## src/rtl/led_frame_scheduler.sv

```systemverilog
// Frame scheduler for a WS2812B strand: paces frames, double-buffers the pixel RAM
// and hands pixels to the strand driver one handshake at a time.
module led_frame_scheduler #(
  parameter int NUM_LEDS        = 20,
  parameter int COLOR_WIDTH     = 8,
  parameter int CLOCK_SPEED     = 100_000_000,
  parameter int FRAME_PERIOD_US = 16667,
  parameter int RAM_LATENCY     = 2,
  localparam int IW = (NUM_LEDS > 1) ? $clog2(NUM_LEDS) : 1,
  localparam int PW = 3 * COLOR_WIDTH
) (
  input  logic                   clk_in,
  input  logic                   rst_n_in,
  input  logic                   enable_in,
  input  logic                   frame_swap_in,
  output logic                   ram_rd_en_out,
  output logic [IW:0]            ram_addr_out,
  input  logic [PW-1:0]          ram_data_in,
  output logic [COLOR_WIDTH-1:0] drv_green_out,
  output logic [COLOR_WIDTH-1:0] drv_red_out,
  output logic [COLOR_WIDTH-1:0] drv_blue_out,
  output logic                   drv_valid_out,
  input  logic                   drv_ready_in,
  input  logic                   drv_idle_in,
  output logic                   drv_force_reset_out,
  output logic                   front_buf_out,
  output logic                   frame_done_out,
  output logic [15:0]            frame_count_out,
  output logic                   frame_overrun_out
);

  localparam longint FRAME_CYC_L =
    (longint'(FRAME_PERIOD_US) * longint'(CLOCK_SPEED)) / 64'sd1_000_000;
  localparam int FRAME_CYC = int'(FRAME_CYC_L);
  localparam int TW        = (FRAME_CYC > 1) ? $clog2(FRAME_CYC) : 1;
  localparam int WAIT_MAX  = (RAM_LATENCY > 2) ? RAM_LATENCY : 2;
  localparam int WW        = $clog2(WAIT_MAX + 1);

  typedef enum logic [1:0] {S_IDLE, S_FETCH, S_ISSUE, S_DRAIN} state_t;

  state_t          r_state;
  state_t          w_state_next;
  logic            r_enable_d;
  logic            r_force_reset;
  logic [TW-1:0]   r_timer;
  logic            r_tick_pending;
  logic            r_overrun;
  logic            r_swap_pending;
  logic            r_front;
  logic [IW-1:0]   r_idx;
  logic [WW-1:0]   r_wait;
  logic [PW-1:0]   r_pixel;
  logic [PW-1:0]   r_drv_pixel;
  logic [15:0]     r_frame_count;

  logic            w_enable_rise;
  logic            w_timer_wrap;
  logic            w_tick;
  logic            w_start;
  logic            w_last_pixel;
  logic            w_fetch_done;
  logic            w_rd_en;
  logic            w_issue;
  logic            w_frame_done;
  logic [PW-1:0]   w_drv_pixel;

  assign w_enable_rise = enable_in & ~r_enable_d;
  assign w_timer_wrap  = (r_timer == TW'(FRAME_CYC - 1));
  assign w_tick        = enable_in & ~w_enable_rise & w_timer_wrap;
  assign w_start       = (r_state == S_IDLE) & enable_in & r_tick_pending;
  assign w_last_pixel  = (r_idx == IW'(NUM_LEDS - 1));
  assign w_fetch_done  = (r_state == S_FETCH) & (r_wait == WW'(RAM_LATENCY));

  always_ff @(posedge clk_in or negedge rst_n_in) begin
    if (!rst_n_in) r_state <= S_IDLE;
    else           r_state <= w_state_next;
  end

  always_comb begin
    w_state_next = r_state;
    w_rd_en      = 1'b0;
    w_issue      = 1'b0;
    w_frame_done = 1'b0;
    case (r_state)
      S_IDLE:  if (w_start) w_state_next = S_FETCH;
      S_FETCH: begin
        w_rd_en = (r_wait == '0);
        if (w_fetch_done) w_state_next = S_ISSUE;
      end
      S_ISSUE: if (drv_ready_in) begin
        w_issue      = 1'b1;
        w_state_next = w_last_pixel ? S_DRAIN : S_FETCH;
      end
      // The driver's idle flag still reflects the previous pixel for two cycles
      S_DRAIN: if ((r_wait == WW'(2)) && drv_idle_in) begin
        w_frame_done = 1'b1;
        w_state_next = S_IDLE;
      end
      default: w_state_next = S_IDLE;
    endcase
  end

  always_ff @(posedge clk_in or negedge rst_n_in) begin
    if (!rst_n_in) begin
      r_enable_d     <= 1'b0;
      r_force_reset  <= 1'b0;
      r_timer        <= '0;
      r_tick_pending <= 1'b0;
      r_overrun      <= 1'b0;
      r_swap_pending <= 1'b0;
      r_front        <= 1'b0;
      r_idx          <= '0;
      r_wait         <= '0;
      r_pixel        <= '0;
      r_drv_pixel    <= '0;
      r_frame_count  <= '0;
    end else begin
      r_enable_d    <= enable_in;
      r_force_reset <= w_enable_rise;

      if (!enable_in || w_enable_rise || w_timer_wrap) r_timer <= '0;
      else                                             r_timer <= r_timer + TW'(1);

      // A tick landing on the frame-start cycle queues the next frame, not an overrun
      if (!enable_in)                     r_tick_pending <= 1'b0;
      else if (w_enable_rise || w_tick)   r_tick_pending <= 1'b1;
      else if (w_start)                   r_tick_pending <= 1'b0;

      if (!enable_in)                                   r_overrun <= 1'b0;
      else if (w_tick && r_tick_pending && !w_start)    r_overrun <= 1'b1;

      if (w_start) begin
        r_swap_pending <= 1'b0;
        if (r_swap_pending || frame_swap_in) r_front <= ~r_front;
      end else if (frame_swap_in) begin
        r_swap_pending <= 1'b1;
      end

      if (w_start)                       r_idx <= '0;
      else if (w_issue && !w_last_pixel) r_idx <= r_idx + IW'(1);

      if (w_state_next != r_state)
        r_wait <= '0;
      else if ((r_state == S_FETCH) || ((r_state == S_DRAIN) && (r_wait != WW'(2))))
        r_wait <= r_wait + WW'(1);

      if (w_fetch_done) r_pixel       <= ram_data_in;
      if (w_issue)      r_drv_pixel   <= r_pixel;
      if (w_frame_done) r_frame_count <= r_frame_count + 16'd1;
    end
  end

  // Colour lines change only on an issue and then hold until the next one
  assign w_drv_pixel = w_issue ? r_pixel : r_drv_pixel;

  assign ram_rd_en_out       = w_rd_en;
  assign ram_addr_out        = {r_front, r_idx};
  assign drv_green_out       = w_drv_pixel[PW-1 -: COLOR_WIDTH];
  assign drv_red_out         = w_drv_pixel[2*COLOR_WIDTH-1 -: COLOR_WIDTH];
  assign drv_blue_out        = w_drv_pixel[COLOR_WIDTH-1:0];
  assign drv_valid_out       = w_issue;
  assign drv_force_reset_out = r_force_reset;
  assign front_buf_out       = r_front;
  assign frame_done_out      = w_frame_done;
  assign frame_count_out     = r_frame_count;
  assign frame_overrun_out   = r_overrun;

endmodule

```

## config.mk

```make
export PLATFORM = sky130hd
export DESIGN_NAME = led_frame_scheduler
export DESIGN_NICKNAME = d
export VERILOG_FILES = /design/src/rtl/led_frame_scheduler.sv
export SDC_FILE = /design/constraint.sdc
export NUM_CORES = 1
export LEC_CHECK = 0
export ABC_AREA = 1
export BUFFER_PORTS_ARGS = -buffer_cell sky130_fd_sc_hd__buf_4
export CAP_MARGIN = 20
export CORE_ASPECT_RATIO = 0.8
export CORE_MARGIN = 4
export CORE_UTILIZATION = 40
export CTS_CLUSTER_SIZE = 16
export DETAILED_ROUTE_END_ITERATION = 6
export PLACE_DENSITY_LB_ADDON = 0.25
export SETUP_SLACK_MARGIN = 0.4
export SYNTH_ARGS = -nofsm -noshare
export SYNTH_HDL_FRONTEND = slang
export SYNTH_SLANG_ARGS = --single-unit
export TNS_END_PERCENT = 20
```

## constraint.sdc

```tcl
create_clock -name clk_in -period 2.95 [get_ports clk_in]
set_input_delay 0.295 -clock clk_in [delete_from_list [all_inputs] [get_ports clk_in]]
set_output_delay 0.295 -clock clk_in [all_outputs]
set_load 0.1 [all_outputs]
```

# Yosys cells after proc, flatten, opt, wreduce, memory -nomap -nowiden
# Cells that the tools add are included.
# op_classes
n_bitwise	9
n_mux	24
reduce_logical	19
n_eq_ne	10
add_sub_neg	4
# ops
operator	count
2-to-1 mux 24 bit	1
adder 21 x 1 -> 21 bit, second input constant	1
equality test 21 bit, second input constant	1
2-to-1 mux 21 bit	1
adder 16 x 1 -> 16 bit, second input constant	1
2-to-1 mux 2 bit	7
2-to-1 mux 1 bit	12
2-to-1 mux 5 bit	2
one-hot mux 2 bit (4 select lines)	1
AND 1 bit	6
equality test 2 bit, second input constant	3
nonzero test 2 bit	3
adder 5 x 1 -> 5 bit, second input constant	1
equality test 5 bit, second input constant	1
logical AND 1 bit	5
logical OR 1 bit	5
zero test 2 bit	2
zero test 1 bit	3
inequality test 3 x 1 -> 1 bit, second input constant	1
inverter 1 bit	3
adder 2 x 1 -> 2 bit, second input constant	1
equality test 2 x 1 -> 1 bit, second input constant	1
inequality test 2 x 1 -> 1 bit, second input constant	1
inequality test 2 bit	1
2 further kinds	2
# totals
elab_cells	79
in_bits	30
reg_bits	100
output_inout_bits	52

# Longest topological paths before layout
# Gate-level depths: netlist of run 1.
# logic_depth
ltp_word	9
mapped_depth	9
depth_no_buf	8

# Worst setup path before layout of run 1
# No wires, ideal clock.
# synth_path
kind	flip-flop to output port
start	reg r_state[0]
end	out ram_rd_en_out
slack_ns	0.743
stages_incl_launch_ff	5
arrival_time_ns	1.912
cell_sequence	dfrtp_1 inv_2 nor2_1 inv_2 nor2_1
# synth_between
elab_chain_len	2
# synth_rtl
element	line	rtl
start: declaration	41	state_t r_state;
start signal: assignment	76	else r_state <= w_state_next;
equality test 2 x 1 -> 1 bit	84	case (r_state)
2-to-1 mux 1 bit	84	
end: declaration	16	output logic ram_rd_en_out,
# No other way between the ends.

# Worst setup path after layout of run 1
# layout_path
start	reg r_state[1]
end	out drv_red_out[6]
# layout_between
elab_chain_len	3
# layout_rtl
element	line	rtl
equality test 2 bit	84	
2-to-1 mux 1 bit	84	
2-to-1 mux 24 bit	--	
end: declaration	20	output logic [COLOR_WIDTH-1:0] drv_red_out,
# No other way between the ends.

==> flow_results.xml, run 1 <==
<?xml version="1.0" encoding="UTF-8"?>
<metrics>
  <group name="sta">
    <metric name="timing.slew.headroom" unit="">0.505</metric>
    <metric name="tightestPinTransition" unit="ps">743</metric>
    <metric name="timing.final.setup_violations" unit="">0</metric>
    <metric name="finalHoldWorstSlack" unit="ps">8.34</metric>
    <metric name="report.final.hold_viol_count" unit="">0</metric>
    <metric name="fin_ws" unit="ps">639</metric>
    <metric name="slew_violations" unit="">0</metric>
    <metric name="unrepaired_setup_endpoints_after_global_routing" unit="">no</metric>
    <metric name="finalClockSkew" unit="ps">7.04</metric>
    <metric name="fin_crit" unit="ps">2310</metric>
    <metric name="portion_of_the_clock_cycle_consumed_by_the_worst_path_in_the_final_layout" unit="">0.783</metric>
    <metric name="setup_tns" unit="ps">0</metric>
    <metric name="timing.fmax" unit="MHz">433</metric>
  </group>
  <group name="synthesis">
    <metric name="yosys.area.top_type" unit="">sky130_fd_sc_hd__dfrtp_1</metric>
    <metric name="post_synthesis_sequential_area_ratio" unit="">0.537</metric>
    <metric name="postSynth.topFlopCell" unit="">sky130_fd_sc_hd__dfrtp_1</metric>
    <metric name="synth.distinct_cells" unit="">30</metric>
    <metric name="ys_warn_count" unit="">0</metric>
    <metric name="syn-num-nets" unit="">607</metric>
    <metric name="synth-seq-cells" unit="">100</metric>
    <metric name="synth.area.top_cells" unit="">sky130_fd_sc_hd__dfrtp_1, sky130_fd_sc_hd__nand2_1, sky130_fd_sc_hd__nor2_1</metric>
    <metric name="synth-async-reset-ratio" unit="">1.00</metric>
    <metric name="synth.avg_cell_area" unit="um^2">8.14</metric>
    <metric name="synth_top_cell_area_share" unit="">0.537</metric>
    <metric name="mapped_cells" unit="">572</metric>
    <metric name="syn_area" unit="um^2">4660</metric>
    <metric name="number_of_enable_type_register_cells_in_the_synthesized_netlist" unit="">0</metric>
  </group>
  <group name="floorplanning">
    <metric name="area_of_the_core" unit="um^2">11100</metric>
    <metric name="die_footprint" unit="um^2">13400</metric>
    <metric name="die_y" unit="um">104</metric>
    <metric name="io_pins" unit="">82</metric>
    <metric name="initial_cell_density_of_the_core" unit="">0.419</metric>
    <metric name="die_x" unit="um">129</metric>
    <metric name="placement_rows" unit="">34</metric>
  </group>
  <group name="clock_network">
    <metric name="number_of_h_tree_levels" unit="">3</metric>
    <metric name="cts.repair.resized" unit="">0</metric>
    <metric name="cts_hold_buf" unit="">0</metric>
    <metric name="clock_transition_time_at_the_flip_flop_clock_pins_of_the_worst_setup_and_hold_paths" unit="ps">70</metric>
    <metric name="clock-root-buffer" unit="">sky130_fd_sc_hd__clkbuf_16</metric>
    <metric name="number_of_clock_sinks" unit="">100</metric>
    <metric name="cts_max_path_buffers" unit="">2</metric>
    <metric name="clock_tree_from_tritoncts" unit="">built</metric>
    <metric name="post-cts-setup-buffer-count" unit="">0</metric>
    <metric name="clk-insertion-delay-late" unit="ps">340</metric>
    <metric name="cts-buffers-inserted" unit="">9</metric>
  </group>
  <group name="final_layout">
    <metric name="layout.core_utilization" unit="">0.510</metric>
    <metric name="final_cells" unit="">802</metric>
    <metric name="syn_to_final_growth" unit="%">21.7</metric>
    <metric name="area.sequential" unit="um^2">2500</metric>
    <metric name="area_of_combinational_cells_with_multiple_inputs" unit="um^2">1900</metric>
    <metric name="finalInstanceArea" unit="um^2">5660</metric>
    <metric name="diodes" unit="">0</metric>
    <metric name="share_of_cells_above_drive_strength_1" unit="">0.167</metric>
    <metric name="finish.net_count" unit="">688</metric>
    <metric name="n_fill_cell" unit="">1071</metric>
  </group>
  <group name="drt">
    <metric name="drt-pass1-iter-count" unit="">4</metric>
    <metric name="avgRoutedWirePerCell" unit="um">12.8</metric>
    <metric name="vias" unit="">3750</metric>
    <metric name="first_iter_violations" unit="">150</metric>
    <metric name="postRouteAntennaNets" unit="">0</metric>
    <metric name="detail_route.vias_per_cell" unit="">4.68</metric>
    <metric name="finalWirelength" unit="um">10300</metric>
    <metric name="remaining_drc_errors" unit="">0</metric>
  </group>
  <group name="setup_path">
    <metric name="critPathRequiredTime" unit="ps">2650</metric>
    <metric name="critical_path_class" unit="">reg -&gt; out</metric>
    <metric name="crit_path_max_fanout" unit="">28</metric>
    <metric name="worst-r2r-cell-count" unit="">6</metric>
    <metric name="worstSetupEndpointType" unit="">output port</metric>
    <metric name="critical_path_startpoint_category" unit="">register</metric>
    <metric name="worst_ep_arrival_time" unit="ps">2020</metric>
  </group>
  <group name="place">
    <metric name="dpl.hpwl" unit="um">7390</metric>
    <metric name="postPlaceCellArea" unit="um^2">5380</metric>
    <metric name="portBuffers" unit="">81</metric>
    <metric name="placed_cells_incl_taps" unit="">786</metric>
    <metric name="gpl.final_weighted_congestion" unit="">0.856</metric>
    <metric name="place_worst_setup_slack" unit="ps">990</metric>
  </group>
  <group name="grt">
    <metric name="grt_start_max_net_pins" unit="">58</metric>
    <metric name="global_route.overflow_total" unit="">0</metric>
    <metric name="grt_pass1_wl" unit="um">18000</metric>
    <metric name="grt_use_total" unit="">0.165</metric>
    <metric name="number_of_global_route_vias_before_repair" unit="">3744</metric>
    <metric name="antenna_violations_before_repair" unit="">0</metric>
  </group>
  <group name="power_and_ir_drop">
    <metric name="p_leak" unit="nW">2.82</metric>
    <metric name="design_power_total" unit="mW">6.18</metric>
    <metric name="ir_worst_vdd" unit="mV">0.870</metric>
    <metric name="power_density" unit="nW/um^2">1090</metric>
  </group>
  <group name="status">
    <metric name="run_status" unit="">completed</metric>
  </group>
  <group name="run">
    <metric name="maxCapViolations" unit="">0</metric>
  </group>
  <group name="min_path">
    <metric name="min-delay-path-class" unit="">in -&gt; async</metric>
  </group>
</metrics>
-- worst max-delay path, stage by stage, from the launching register on --
cell,delay (ps)
sky130_fd_sc_hd__dfrtp_1,410
sky130_fd_sc_hd__inv_1,110
sky130_fd_sc_hd__nor2_2,150
sky130_fd_sc_hd__nand2_4,220
sky130_fd_sc_hd__inv_6,270
sky130_fd_sc_hd__nand2_1,80
sky130_fd_sc_hd__nand2_1,110
sky130_fd_sc_hd__buf_4,300
-- layout by cell type (no fill, tap or decap), types with 2 or more instances in the layout --
master / n
sky130_fd_sc_hd__nand3b_1: 4
sky130_fd_sc_hd__clkbuf_8: 2
sky130_fd_sc_hd__inv_2: 3
sky130_fd_sc_hd__nand2_1: 249
sky130_fd_sc_hd__nand3_1: 24
sky130_fd_sc_hd__inv_6: 2
sky130_fd_sc_hd__nand4_1: 7
sky130_fd_sc_hd__ha_1: 5
sky130_fd_sc_hd__xor2_1: 18
sky130_fd_sc_hd__buf_4: 81
sky130_fd_sc_hd__nor2_1: 73
sky130_fd_sc_hd__clkinvlp_4: 2
sky130_fd_sc_hd__xnor2_1: 8
sky130_fd_sc_hd__dfrtp_1: 100
sky130_fd_sc_hd__nand2_4: 2
sky130_fd_sc_hd__o21ai_0: 7
sky130_fd_sc_hd__clkbuf_16: 9
sky130_fd_sc_hd__a21oi_1: 7
sky130_fd_sc_hd__inv_1: 38
sky130_fd_sc_hd__and2_1: 3
sky130_fd_sc_hd__nor2_2: 2
-- layer usage --
layer | share of wire | track usage | vias to the layer above | routed length (um)
met3 | 0.066 | 0.0534 | 10 | 678
met2 | 0.43 | 0.232 | 103 | 4380
met4 | 0.015 | 0.0562 | 0 | 155
li1 | - | - | 1916 | -
met5 | 0 | 0 | - | 0
met1 | 0.49 | 0.238 | 1721 | 5090
-- report_power, final --
| part | internal (mW) | leakage (nW) | total, mW | switching [mW] |
|---|---|---|---|---|
| Combinational | 0.595 | 1.39 | 3.07 | 2.47 |
| Sequential | 1.77 | 1.30 | 1.98 | 0.213 |
| Clock | 0.623 | 0.135 | 1.13 | 0.504 |
-- final cells by class --
class,count,area share
flip-flops and latches,100,0.442
clock buffers,12,0.0453
inverters,42,0.0287
clock inverters,4,0.00574
repair buffers,82,0.111
multi-input cells,418,0.336
well taps,144,0.0318
-- logic make-up (layout without fill, tap and decap cells) --
group / Yosys count / in the layout / synth area share
XOR/XNOR: 26 / 26 / 0.0489
buffers and inverters: 54 / 140 / 0.0540
flip-flops: 100 / 100 / 0.537
adder cells (fa/ha/maj): 5 / 5 / 0.0134
AO/OA/AOI/OAI: 17 / 17 / 0.0202
AND/OR/NAND/NOR: 370 / 370 / 0.326
-- registers in the layout, summed over array words and instances (netlist names), 2 cells and up --
register,cells
frame_count_out,16
r_drv_pixel,24
r_idx,5
r_pixel,24
r_state,2
r_timer,21
r_wait,2
-- cell usage after synthesis, types with 2 or more instances --
cell type / n
sky130_fd_sc_hd__a21oi_1: 7
sky130_fd_sc_hd__and2_1: 3
sky130_fd_sc_hd__buf_2: 2
sky130_fd_sc_hd__buf_4: 7
sky130_fd_sc_hd__buf_6: 2
sky130_fd_sc_hd__dfrtp_1: 100
sky130_fd_sc_hd__ha_1: 5
sky130_fd_sc_hd__inv_1: 38
sky130_fd_sc_hd__inv_2: 3
sky130_fd_sc_hd__nand2_1: 249
sky130_fd_sc_hd__nand2_4: 2
sky130_fd_sc_hd__nand3_1: 24
sky130_fd_sc_hd__nand3b_1: 4
sky130_fd_sc_hd__nand4_1: 7
sky130_fd_sc_hd__nor2_1: 73
sky130_fd_sc_hd__nor2_2: 2
sky130_fd_sc_hd__o21ai_0: 7
sky130_fd_sc_hd__xnor2_1: 8
sky130_fd_sc_hd__xor2_1: 18
-- final timing paths --
kind                       startpoint  slack (ps)             endpoint
min in group clk_in         enable_in         110           r_enable_d
min                          rst_n_in           8      r_drv_pixel[22]
min reg2reg                r_enable_d         470  drv_force_reset_out
max                        r_state[1]         640       drv_red_out[6]
max in group asynchronous    rst_n_in        2250          r_pixel[18]
max reg2reg                r_timer[0]        1080          r_timer[15]
No activity file was read; power rests on OpenSTA's default activity.
==> run 2, diff against run 1 <==
--- a/config.mk
+++ b/config.mk
@@ -5,7 +5,7 @@
 export SDC_FILE = /design/constraint.sdc
 export NUM_CORES = 1
 export LEC_CHECK = 0
-export ABC_AREA = 1
+export ABC_AREA = 0
 export BUFFER_PORTS_ARGS = -buffer_cell sky130_fd_sc_hd__buf_4
 export CAP_MARGIN = 20
 export CORE_ASPECT_RATIO = 0.8
==> constraint.sdc (replaced) <==
create_clock -name clk_in -period 2.15 [get_ports clk_in]
set_input_delay 0.215 -clock clk_in [delete_from_list [all_inputs] [get_ports clk_in]]
set_output_delay 0.215 -clock clk_in [all_outputs]
set_load 0.1 [all_outputs]
==> flow_results.xml, run 2 <==
<?xml version="1.0" encoding="UTF-8"?>
<metrics>
  <group name="status">
    <metric name="run_status" unit="">completed</metric>
  </group>
  <group name="drt">
    <metric name="postRouteAntennaNets" unit="">0</metric>
    <metric name="vias" unit="">2852</metric>
    <metric name="remaining_drc_errors" unit="">0</metric>
    <metric name="finalWirelength" unit="um">8530</metric>
    <metric name="m1WireLength" unit="um">4000</metric>
    <metric name="avgRoutedWirePerCell" unit="um">14.8</metric>
    <metric name="detail_route.vias_per_cell" unit="">4.94</metric>
    <metric name="wl_met2" unit="um">4050</metric>
    <metric name="maxUsedRoutingLayer" unit="">met4</metric>
    <metric name="dr_wl_met3" unit="um">413</metric>
    <metric name="drt-pass1-iter-count" unit="">5</metric>
    <metric name="first_iter_violations" unit="">231</metric>
  </group>
  <group name="sta">
    <metric name="setup_tns" unit="ps">0</metric>
    <metric name="timing.fmax" unit="MHz">504</metric>
    <metric name="timing.final.setup_violations" unit="">0</metric>
    <metric name="finalClockSkew" unit="ps">8.10</metric>
    <metric name="timing.slew.headroom" unit="">0.661</metric>
    <metric name="fin_ws" unit="ps">164</metric>
    <metric name="slew_violations" unit="">0</metric>
    <metric name="report.final.hold_viol_count" unit="">0</metric>
    <metric name="tightestPinTransition" unit="ps">508</metric>
    <metric name="fin_crit" unit="ps">1990</metric>
    <metric name="portion_of_the_clock_cycle_consumed_by_the_worst_path_in_the_final_layout" unit="">0.924</metric>
    <metric name="unrepaired_setup_endpoints_after_global_routing" unit="">yes</metric>
  </group>
  <group name="clock_network">
    <metric name="cts-buffers-inserted" unit="">9</metric>
    <metric name="cts_max_path_buffers" unit="">2</metric>
    <metric name="clk-insertion-delay-late" unit="ps">330</metric>
    <metric name="number_of_h_tree_levels" unit="">3</metric>
    <metric name="number_of_clock_sinks" unit="">100</metric>
    <metric name="clock-root-buffer" unit="">sky130_fd_sc_hd__clkbuf_16</metric>
    <metric name="clock_tree_from_tritoncts" unit="">built</metric>
    <metric name="clock_transition_time_at_the_flip_flop_clock_pins_of_the_worst_setup_and_hold_paths" unit="ps">60</metric>
  </group>
  <group name="power_and_ir_drop">
    <metric name="design_power_total" unit="mW">8.68</metric>
    <metric name="p_leak" unit="nW">2.54</metric>
    <metric name="ir_worst_vdd" unit="mV">1.13</metric>
    <metric name="power_density" unit="nW/um^2">1560</metric>
  </group>
  <group name="synthesis">
    <metric name="ys_warn_count" unit="">0</metric>
    <metric name="synth.avg_cell_area" unit="um^2">12.6</metric>
    <metric name="syn-num-nets" unit="">377</metric>
    <metric name="number_of_enable_type_register_cells_in_the_synthesized_netlist" unit="">0</metric>
    <metric name="synth-seq-cells" unit="">100</metric>
    <metric name="yosys.area.top_type" unit="">sky130_fd_sc_hd__dfrtp_1</metric>
    <metric name="post_synthesis_sequential_area_ratio" unit="">0.579</metric>
    <metric name="synth.cells.most_frequent" unit="">sky130_fd_sc_hd__dfrtp_1, sky130_fd_sc_hd__mux2_2, sky130_fd_sc_hd__nor2_1, sky130_fd_sc_hd__xnor2_1, sky130_fd_sc_hd__xor2_1</metric>
    <metric name="syn_area" unit="um^2">4320</metric>
    <metric name="postSynth.topFlopCell" unit="">sky130_fd_sc_hd__dfrtp_1</metric>
    <metric name="yosysMostFrequentCell" unit="">sky130_fd_sc_hd__dfrtp_1</metric>
    <metric name="synth-async-reset-ratio" unit="">1.00</metric>
    <metric name="synth.distinct_cells" unit="">40</metric>
    <metric name="synth.area.top_cells" unit="">sky130_fd_sc_hd__dfrtp_1, sky130_fd_sc_hd__mux2_2, sky130_fd_sc_hd__xnor2_1</metric>
    <metric name="synth_top_cell_area_share" unit="">0.579</metric>
    <metric name="mapped_cells" unit="">342</metric>
  </group>
  <group name="setup_path">
    <metric name="critical-path-max-stage-delay" unit="ps">370</metric>
    <metric name="worst_ep_arrival_time" unit="ps">1770</metric>
    <metric name="crit_path_max_fanout" unit="">14</metric>
    <metric name="path_cells" unit="">and3b_2 &gt; buf_12 &gt; mux2_2 &gt; buf_6</metric>
    <metric name="critical_path_class" unit="">reg -&gt; out</metric>
    <metric name="critical-path-top-delay-family" unit="">flip-flops</metric>
    <metric name="crit_buf_inv" unit="">2</metric>
    <metric name="slowest_stage" unit="">sky130_fd_sc_hd__dfrtp_1</metric>
    <metric name="critPathRequiredTime" unit="ps">1930</metric>
    <metric name="critical_path_startpoint_category" unit="">register</metric>
    <metric name="worstSetupEndpointType" unit="">output port</metric>
  </group>
  <group name="final_layout">
    <metric name="share_of_cells_above_drive_strength_1" unit="">0.407</metric>
    <metric name="layout_commonest_cell" unit="">sky130_fd_sc_hd__dfrtp_1</metric>
    <metric name="syn_to_final_growth" unit="%">28.9</metric>
    <metric name="n_fill_cell" unit="">917</metric>
    <metric name="diodes" unit="">0</metric>
    <metric name="area.sequential" unit="um^2">2520</metric>
    <metric name="mostFrequentLayoutCells" unit="">sky130_fd_sc_hd__dfrtp_1, sky130_fd_sc_hd__buf_4, sky130_fd_sc_hd__mux2_2, sky130_fd_sc_hd__nor2_1, sky130_fd_sc_hd__buf_6</metric>
    <metric name="layout.core_utilization" unit="">0.535</metric>
    <metric name="area_of_combinational_cells_with_multiple_inputs" unit="um^2">1740</metric>
    <metric name="finish.net_count" unit="">467</metric>
    <metric name="finalInstanceArea" unit="um^2">5570</metric>
    <metric name="reg.largest.list" unit="">r_drv_pixel: 24 flops, r_pixel: 24 flops, r_timer: 21 flops</metric>
  </group>
  <group name="place">
    <metric name="place_worst_setup_slack" unit="ps">260</metric>
    <metric name="postPlaceCellArea" unit="um^2">5140</metric>
    <metric name="portBuffers" unit="">81</metric>
    <metric name="dpl.hpwl" unit="um">5790</metric>
    <metric name="gpl.final_weighted_congestion" unit="">0.820</metric>
  </group>
  <group name="floorplanning">
    <metric name="area_of_the_core" unit="um^2">10400</metric>
    <metric name="die_x" unit="um">124</metric>
    <metric name="initial_cell_density_of_the_core" unit="">0.415</metric>
    <metric name="placement_rows" unit="">33</metric>
    <metric name="io_pins" unit="">82</metric>
    <metric name="die_footprint" unit="um^2">12500</metric>
    <metric name="die_y" unit="um">101</metric>
  </group>
  <group name="run">
    <metric name="maxCapViolations" unit="">0</metric>
  </group>
  <group name="grt">
    <metric name="antenna_violations_before_repair" unit="">0</metric>
    <metric name="grt_pass1_wl" unit="um">14500</metric>
    <metric name="grt_start_max_net_pins" unit="">101</metric>
    <metric name="global_route.overflow_total" unit="">0</metric>
    <metric name="number_of_global_route_vias_before_repair" unit="">2949</metric>
    <metric name="grt_use_total" unit="">0.147</metric>
  </group>
  <group name="min_path">
    <metric name="min-delay-path-class" unit="">in -&gt; reg</metric>
  </group>
</metrics>
-- run 2: cell count changes in the layout (fill, tap and decap cells not counted), sizes merged, moves of 4 or more --
| cell | change |
|---|---|
| mux2 | +49 |
| inv | -37 |
| nand2 | -239 |
| and3 | +9 |
| xnor2 | +9 |
| and4 | +6 |
| nand3b | -4 |
| nor2 | -49 |
| buf | +9 |
| nor3 | +4 |
| nand3 | -9 |
| nand4 | +7 |
-- run 2: path summary, 6_finish.rpt --
| path | from | end | slack (ps) | cells past startpoint |
|---|---|---|---|---|
| max | r_state[0] | drv_blue_out[6] | 160 | 4 |
| min | enable_in | r_enable_d | 30 | 1 |
| max reg2reg | r_timer[2] | r_timer[20] | 320 | 4 |
| min reg2reg | frame_count_out[15] | frame_count_out[15] | 490 | 1 |
| max in group asynchronous | rst_n_in | frame_count_out[0] | 1270 | 3 |
| min in group asynchronous | rst_n_in | r_drv_pixel[15] | 490 | 3 |
-- run 2: area by class of cell --
type / count / area share
Clock buffer: 10 / 0.0411
Clock inverter: 6 / 0.0112
Inverter: 5 / 0.00337
Multi-Input combinational cell: 224 / 0.313
Sequential cell: 100 / 0.453
Tap cell: 140 / 0.0315
Timing Repair Buffer: 92 / 0.147
-- run 2: cell families after synthesis --
family / after synthesis / share of synthesized area
AND/OR/NAND/NOR: 112 / 0.153
adder cells (fa/ha/maj): 5 / 0.0145
flip-flops: 100 / 0.579
XOR/XNOR: 34 / 0.0689
multiplexers: 50 / 0.130
buffers and inverters: 18 / 0.0211
AO/OA/AOI/OAI: 23 / 0.0330
-- run 2: power by group --
| part | switching (mW) | internal [mW] | leakage, nW |
|---|---|---|---|
| clock network | 0.667 | 0.902 | 0.147 |
| registers | 0.230 | 2.43 | 1.26 |
| logic | 3.17 | 1.27 | 1.14 |
| total | 4.07 | 4.61 | 2.54 |
-- run 2: timing repair --
action | in CTS | in global routing
resized for setup | 24 | 2
hold buffers | 1 | 0
setup buffers | 2 | 0
cloned | 1 | 0
endpoints found under the hold margin | 100 | 0
endpoints found under the setup margin | 57 | 58
-- run 2: per-layer routing --
| layer | up-vias | global-route usage |
|---|---|---|
| met5 | - | 0 |
| met1 | 1406 | 0.204 |
| met3 | 7 | 0.0426 |
| li1 | 1387 | - |
| met4 | 0 | 0.0328 |
| met2 | 52 | 0.230 |
-- run 2: metrics by stage --
step                hold slack [ps]  std cells
finish                         30.4        577
global placement                318        557
detailed placement              323        557
global route                   15.8        577
floorplan                     -80.6        342
CTS                            17.6        577
